--- config.mk ---
export PLATFORM = sky130hd
export DESIGN_NAME = wb_arbiter
export DESIGN_NICKNAME = d
export VERILOG_FILES = /design/src/rtl/wb_arbiter.sv
export SDC_FILE = /design/constraint.sdc
export NUM_CORES = 1
export LEC_CHECK = 0
export CORE_MARGIN = 2
export CORE_UTILIZATION = 46
export DETAILED_ROUTE_END_ITERATION = 7
export PLACE_DENSITY_LB_ADDON = 0.08
export SLEW_MARGIN = 20
export SYNTH_ARGS = -nofsm -noshare
export SYNTH_HDL_FRONTEND = slang
export SYNTH_SLANG_ARGS = --single-unit
--- constraint.sdc ---
create_clock -name clk -period 2.7 [get_ports clk]
set_input_delay 0.54 -clock clk [delete_from_list [all_inputs] [get_ports clk]]
set_output_delay 0.54 -clock clk [all_outputs]
set_load 0.02 [all_outputs]
--- src/rtl/wb_arbiter.sv ---
// Writeback arbiter for the integer register file: merges ALU results with buffered
// long-latency results and tracks pending long-latency destinations for decode stalls.
module wb_arbiter #(
   parameter int unsigned FIFO_DEPTH = 2,
   parameter logic [31:0] SP_RESET   = 32'h1000
) (
   input  logic                          clk,
   input  logic                          rst,
   input  logic                          alu_valid_i,
   input  logic [4:0]                    alu_rd_addr_i,
   input  logic [31:0]                   alu_rd_data_i,
   input  logic                          long_valid_i,
   output logic                          long_ready_o,
   input  logic [4:0]                    long_rd_addr_i,
   input  logic [31:0]                   long_rd_data_i,
   input  logic                          issue_long_i,
   input  logic [4:0]                    issue_rd_i,
   input  logic [4:0]                    dec_rs1_i,
   input  logic [4:0]                    dec_rs2_i,
   input  logic [4:0]                    dec_rd_i,
   output logic                          stall_o,
   output logic                          wr_en_o,
   output logic [4:0]                    rd_addr_o,
   output logic [31:0]                   rd_data_o,
   output logic [$clog2(FIFO_DEPTH):0]   fifo_count_o
);
   localparam int unsigned DATA_W = 32;
   localparam int unsigned PTR_W  = (FIFO_DEPTH > 1) ? $clog2(FIFO_DEPTH) : 1;
   localparam int unsigned CNT_W  = $clog2(FIFO_DEPTH) + 1;
   localparam logic [CNT_W-1:0] DEPTH_C = CNT_W'(FIFO_DEPTH);

   if ((FIFO_DEPTH < 2) || ((FIFO_DEPTH & (FIFO_DEPTH - 1)) != 0)) begin : g_bad_depth
      $error("FIFO_DEPTH must be a power of two and at least 2");
   end
   if (SP_RESET[1:0] != 2'b00) begin : g_bad_sp
      $error("SP_RESET must be word aligned");
   end

   logic [4:0]        fifo_rd   [FIFO_DEPTH];
   logic [DATA_W-1:0] fifo_data [FIFO_DEPTH];
   logic [PTR_W-1:0]  wr_ptr;
   logic [PTR_W-1:0]  rd_ptr;
   logic [CNT_W-1:0]  count;
   logic [31:0]       busy;
   logic [31:0]       busy_next;
   logic              push;
   logic              pop;
   logic              wr_en_p1;
   logic [4:0]        rd_addr_p1;
   logic [DATA_W-1:0] rd_data_p1;

   // Ready and pop both look only at registered occupancy, so a fresh push never pops early.
   assign long_ready_o = (count < DEPTH_C);
   assign push         = long_valid_i && long_ready_o;
   assign pop          = !alu_valid_i && (count != '0);

   always_ff @(posedge clk) begin
      if (push) begin
         fifo_rd[wr_ptr]   <= long_rd_addr_i;
         fifo_data[wr_ptr] <= long_rd_data_i;
      end
   end

   always_ff @(posedge clk or posedge rst) begin
      if (rst) begin
         wr_ptr <= '0;
         rd_ptr <= '0;
         count  <= '0;
      end else begin
         if (push) wr_ptr <= wr_ptr + PTR_W'(1);
         if (pop)  rd_ptr <= rd_ptr + PTR_W'(1);
         case ({push, pop})
            2'b10:   count <= count + CNT_W'(1);
            2'b01:   count <= count - CNT_W'(1);
            default: count <= count;
         endcase
      end
   end

   // Clear first, then set, so a re-issue on the retiring edge keeps the register busy.
   always_comb begin
      busy_next = busy;
      if (pop) busy_next[fifo_rd[rd_ptr]] = 1'b0;
      if (issue_long_i && (issue_rd_i != 5'd0)) busy_next[issue_rd_i] = 1'b1;
      busy_next[0] = 1'b0;
   end

   always_ff @(posedge clk or posedge rst) begin
      if (rst) busy <= '0;
      else     busy <= busy_next;
   end

   // Writeback output stage
   always_ff @(posedge clk or posedge rst) begin
      if (rst) begin
         wr_en_p1   <= 1'b0;
         rd_addr_p1 <= '0;
         rd_data_p1 <= '0;
      end else if (alu_valid_i) begin
         wr_en_p1   <= (alu_rd_addr_i != 5'd0);
         rd_addr_p1 <= alu_rd_addr_i;
         rd_data_p1 <= alu_rd_data_i;
      end else if (pop) begin
         wr_en_p1   <= (fifo_rd[rd_ptr] != 5'd0);
         rd_addr_p1 <= fifo_rd[rd_ptr];
         rd_data_p1 <= fifo_data[rd_ptr];
      end else begin
         wr_en_p1   <= 1'b0;
      end
   end

   assign wr_en_o      = wr_en_p1;
   assign rd_addr_o    = rd_addr_p1;
   assign rd_data_o    = rd_data_p1;
   assign fifo_count_o = count;
   assign stall_o      = busy[dec_rs1_i] | busy[dec_rs2_i] | busy[dec_rd_i];

endmodule

==> summary.md <==
| Metric | Value |
|---|---|
| Clock-pin slew on the worst setup and hold paths | about 0.06 ns |
| Smallest hold slack | 0.3278 ns |
| Post-DR vias/cell | roughly 5.6 |
| Starting Density | between 40% and 50% |
| Layout cell share with drive strength beyond 1 | roughly 15% |
| Setup slack of the worst register-to-register path | roughly 0.71 ns |
| Cell row count | 43 |
| Post-synthesis instance total | about 560 |
| Setup repair after global routing missed its margin | yes |
| Core ar. | approximately 0.014 sq mm |
| Die extent in y | roughly 120 um |
| Relative area change from synthesis to final layout | 37.30% |
| Number of synthesized flops with an enable pin | 74 |
| Achievable frequency | around 0.38 GHz |
| Share of synthesized area occupied by flip-flops and latches | between 60% and 70% |
| Count of routing violations after the opening detailed-route iteration | ~390 |
| Synthesis warning total | 0 |
| Net count reported at finish | slightly above 800 |
| Top Ports | roughly 140 |
| Cell area after synthesis | 0.006655 sq mm |
| Final non-filler cell area | around 0.0091 sq mm |
| Number of sinks driven by the clock tree | about 150 |
| GR Util All Layers | between 20% and 30% |
| Depth of the worst register-to-register path | 4 |
| Final number of max-transition violations | 0 |
| Final hold viol count | 0 |
| Total Power | between 9 and 10 mW |
| Worst skew pair latency | approximately 0.42 ns |
| Placed cell areas | around 0.0085 sq mm |
| Required time of the critical path | 2.16 ns |
| Antenna violations before repair | 0 |
| Core Util, Final | roughly 65% |
| Via count of the first global-routing pass | 5378 |
| DR WL/cell | between 15 and 20 um |
| Post-cts hold buffer count | 0 |
| Most common library cell in the layout ignoring fill and taps | sky130_fd_sc_hd__clkdlybuf4s50_1 |
| Largest driver fanout on the critical path | 9 |
| Wire length reported by the detailed router | 17350 um |
| Setup crit end kind | primary output |
| Cell leakage power | about 3.6 nW |
| Final sum of negative setup slack | 0 ns |
| # H-tree levels | 4 |
| Type of the worst setup path | in2out |
| Total global routing overflow | 0 |
| Worst EP arrival | 2.12 ns |
| Horizontal die dimension | approximately 120 um |
| Worst-case vdd ir drop | between 0.0006 and 0.0007 V |
| Number of placed cells counting well taps | about 880 |
| Root buffer cell | sky130_fd_sc_hd__clkbuf_16 |
| Cts bufs inserted | 17 |
| Commonest cells after routing, fill and taps aside | sky130_fd_sc_hd__clkdlybuf4s50_1 (129), sky130_fd_sc_hd__o21ai_0 (86), sky130_fd_sc_hd__edfxtp_1 (74) |
| Proportion of register bits with asynchronous set or reset after synthesis | ~50% |
| DR pass1 iterations | 4 |
| Origin of the critical flop-to-flop path | rd_ptr |
| Pwr/cell area | between 900 and 1000 mW/mm^2 |
| Worst setup slack before clock tree synthesis | -0.7390 ns |
| Layout Skew | 0.008463 ns |
| Worst Hold Class | in2async |
| Via Count | ~5200 |
| Final WS setup | 0.03655 ns |
| Clock period minus final worst setup slack | between 2 and 3 ns |
| Post-Synthesis Net Count | roughly 660 |
| Reg2reg end | busy[4] |
| Primary FF master, synth | sky130_fd_sc_hd__edfxtp_1 |
| ANT nets after route | 0 |
| Final standard cell count with taps included and fillers excluded | ~900 |
| Largest net degree at the start of global routing | 76 |
| Detailed Place HPWL | 12450 um |
| CTS tree | yes |
| Average size of a mapped cell | 11.97 sq um |
| Post-route DRC violation count | 0 |
| Clock Path Buffers | 2 |
| Maximum Capacitance Violations | 0 |
| GP Congestion | 0.9142 |
| Cell variety after synth | 45 |
| Comb power frac | around 36% |
| Number of input and output port buffers inserted | 140 |
| Total of endpoints with negative setup slack in the final report | 0 |
| Total die area | approximately 0.015 sq mm |
| ANT cells | 0 |
| Switching Power | 3.132 mW |
| Result of the run | completed |
| Number of synthesized register bits | between 100 and 150 |
| Clock network power share | 25.3% |
| Final period util | between 90% and 100% |
| Switching fraction of total power | 34.53% |
| Internal power consumption | a little under 6 mW |
| Register share of total power | between 30% and 40% |
| Slew headroom | between 50 and 60% |
| Transition time at the pin with the least slew margin | 0.6694 ns |
| CP Launch Type | input port |
| First-pass GRT wire length | approximately 28000 um |
==> power groups by stage <==
stage	Sequential (mW)	Clock [mW]	Combinational (mW)
global route	3.61	2.44	3.55
floorplan	3.61	0	1.77
finish	3.53	2.29	3.24
CTS	3.53	2.34	3.25
global placement	3.56	0	3.19
detailed placement	3.57	0	3.23
==> synthesized netlist by cell type, types with 3 or more instances <==
library cell | number | area [sq um]
sky130_fd_sc_hd__a21oi_1 | 34 | 170.2
sky130_fd_sc_hd__buf_2 | 9 | 45.04
sky130_fd_sc_hd__clkbuf_1 | 16 | 60.06
sky130_fd_sc_hd__dfrtp_1 | 73 | 1827
sky130_fd_sc_hd__edfxtp_1 | 74 | 2222
sky130_fd_sc_hd__inv_1 | 3 | 11.26
sky130_fd_sc_hd__mux2_2 | 10 | 112.6
sky130_fd_sc_hd__mux2i_1 | 48 | 480.5
sky130_fd_sc_hd__mux4_2 | 12 | 270.3
sky130_fd_sc_hd__nand2_1 | 59 | 221.5
sky130_fd_sc_hd__nand2b_1 | 5 | 31.28
sky130_fd_sc_hd__nand3_1 | 11 | 55.05
sky130_fd_sc_hd__nand3b_1 | 5 | 37.54
sky130_fd_sc_hd__nor2_1 | 44 | 165.2
sky130_fd_sc_hd__nor2b_1 | 5 | 31.28
sky130_fd_sc_hd__o21ai_0 | 86 | 430.4
sky130_fd_sc_hd__o21ai_1 | 21 | 105.1
sky130_fd_sc_hd__xnor2_1 | 4 | 35.03
==> what timing repair did <==
item / 4_1_cts / 5_1_grt
setup buffers: 5 / 0
pin swaps: 3 / 2
endpoints found under the hold margin: 0 / 0
setup endpoints to repair: 1 / 1
gates resized for setup: 18 / 6
gates cloned: 0 / 0
==> area by class of cell <==
type                    instances  area, sq um
multi-input cells             377         2486
well taps                     180        225.2
clock buffers                  18        429.2
fillers                      1123         4851
flip-flops and latches        147         4050
inverters                       3        11.26
clock inverters                14        153.9
repair buffers                180         1782
==> worst max path at each step <==
stage,endpoint,slack [ns],startpoint
after CTS,stall_o,0.004,dec_rs2_i[1]
after global routing,stall_o,-0.06,dec_rs2_i[1]
final,stall_o,0.04,dec_rs2_i[1]
after global placement,stall_o,-0.70,dec_rs1_i[0]
after detailed placement,stall_o,-0.74,dec_rs1_i[0]
after floorplan,busy[10],0.31,rst
==> cells by family after synthesis <==
logic type	Yosys count	share of synthesized area, %
compound gates	152	11.99
xor+xnor	5	0.6580
flops	147	60.84
fa+ha+maj	1	0.1880
mux	74	14.18
buf+inv	32	2.312
simple gates	145	9.833
==> flip-flops by register name, indices dropped and copies added, names as in the netlist <==
| register | count |
|---|---|
| busy | 31 |
| wr_ptr | 1 |
| fifo_count_o | 2 |
| fifo_rd | 10 |
| wr_en_o | 1 |
| rd_addr_o | 5 |
| fifo_data | 64 |
| rd_data_o | 32 |
| rd_ptr | 1 |
==> critical path: stages <==
cell	delay, ns
sky130_fd_sc_hd__dlygate4sd2_1	0.26
sky130_fd_sc_hd__buf_12	0.15
sky130_fd_sc_hd__buf_4	0.15
sky130_fd_sc_hd__buf_4	0.13
sky130_fd_sc_hd__mux4_2	0.29
sky130_fd_sc_hd__o2111ai_2	0.20
sky130_fd_sc_hd__o211a_1	0.18
sky130_fd_sc_hd__nand4_1	0.07
sky130_fd_sc_hd__buf_4	0.17
==> per-layer routing <==
layer / part of all wire, % / wire length (um) / vias up / global-route usage [%]
met5: 0 / 0 / - / 0
met4: 2.6 / 443 / 0 / 9.650
met3: 6.7 / 1156 / 37 / 7.646
met2: 48 / 8349 / 184 / 36.29
met1: 43 / 7405 / 2541 / 30.40
li1: - / - / 2400 / -
Note: power is estimated with default switching activity, not from simulation.
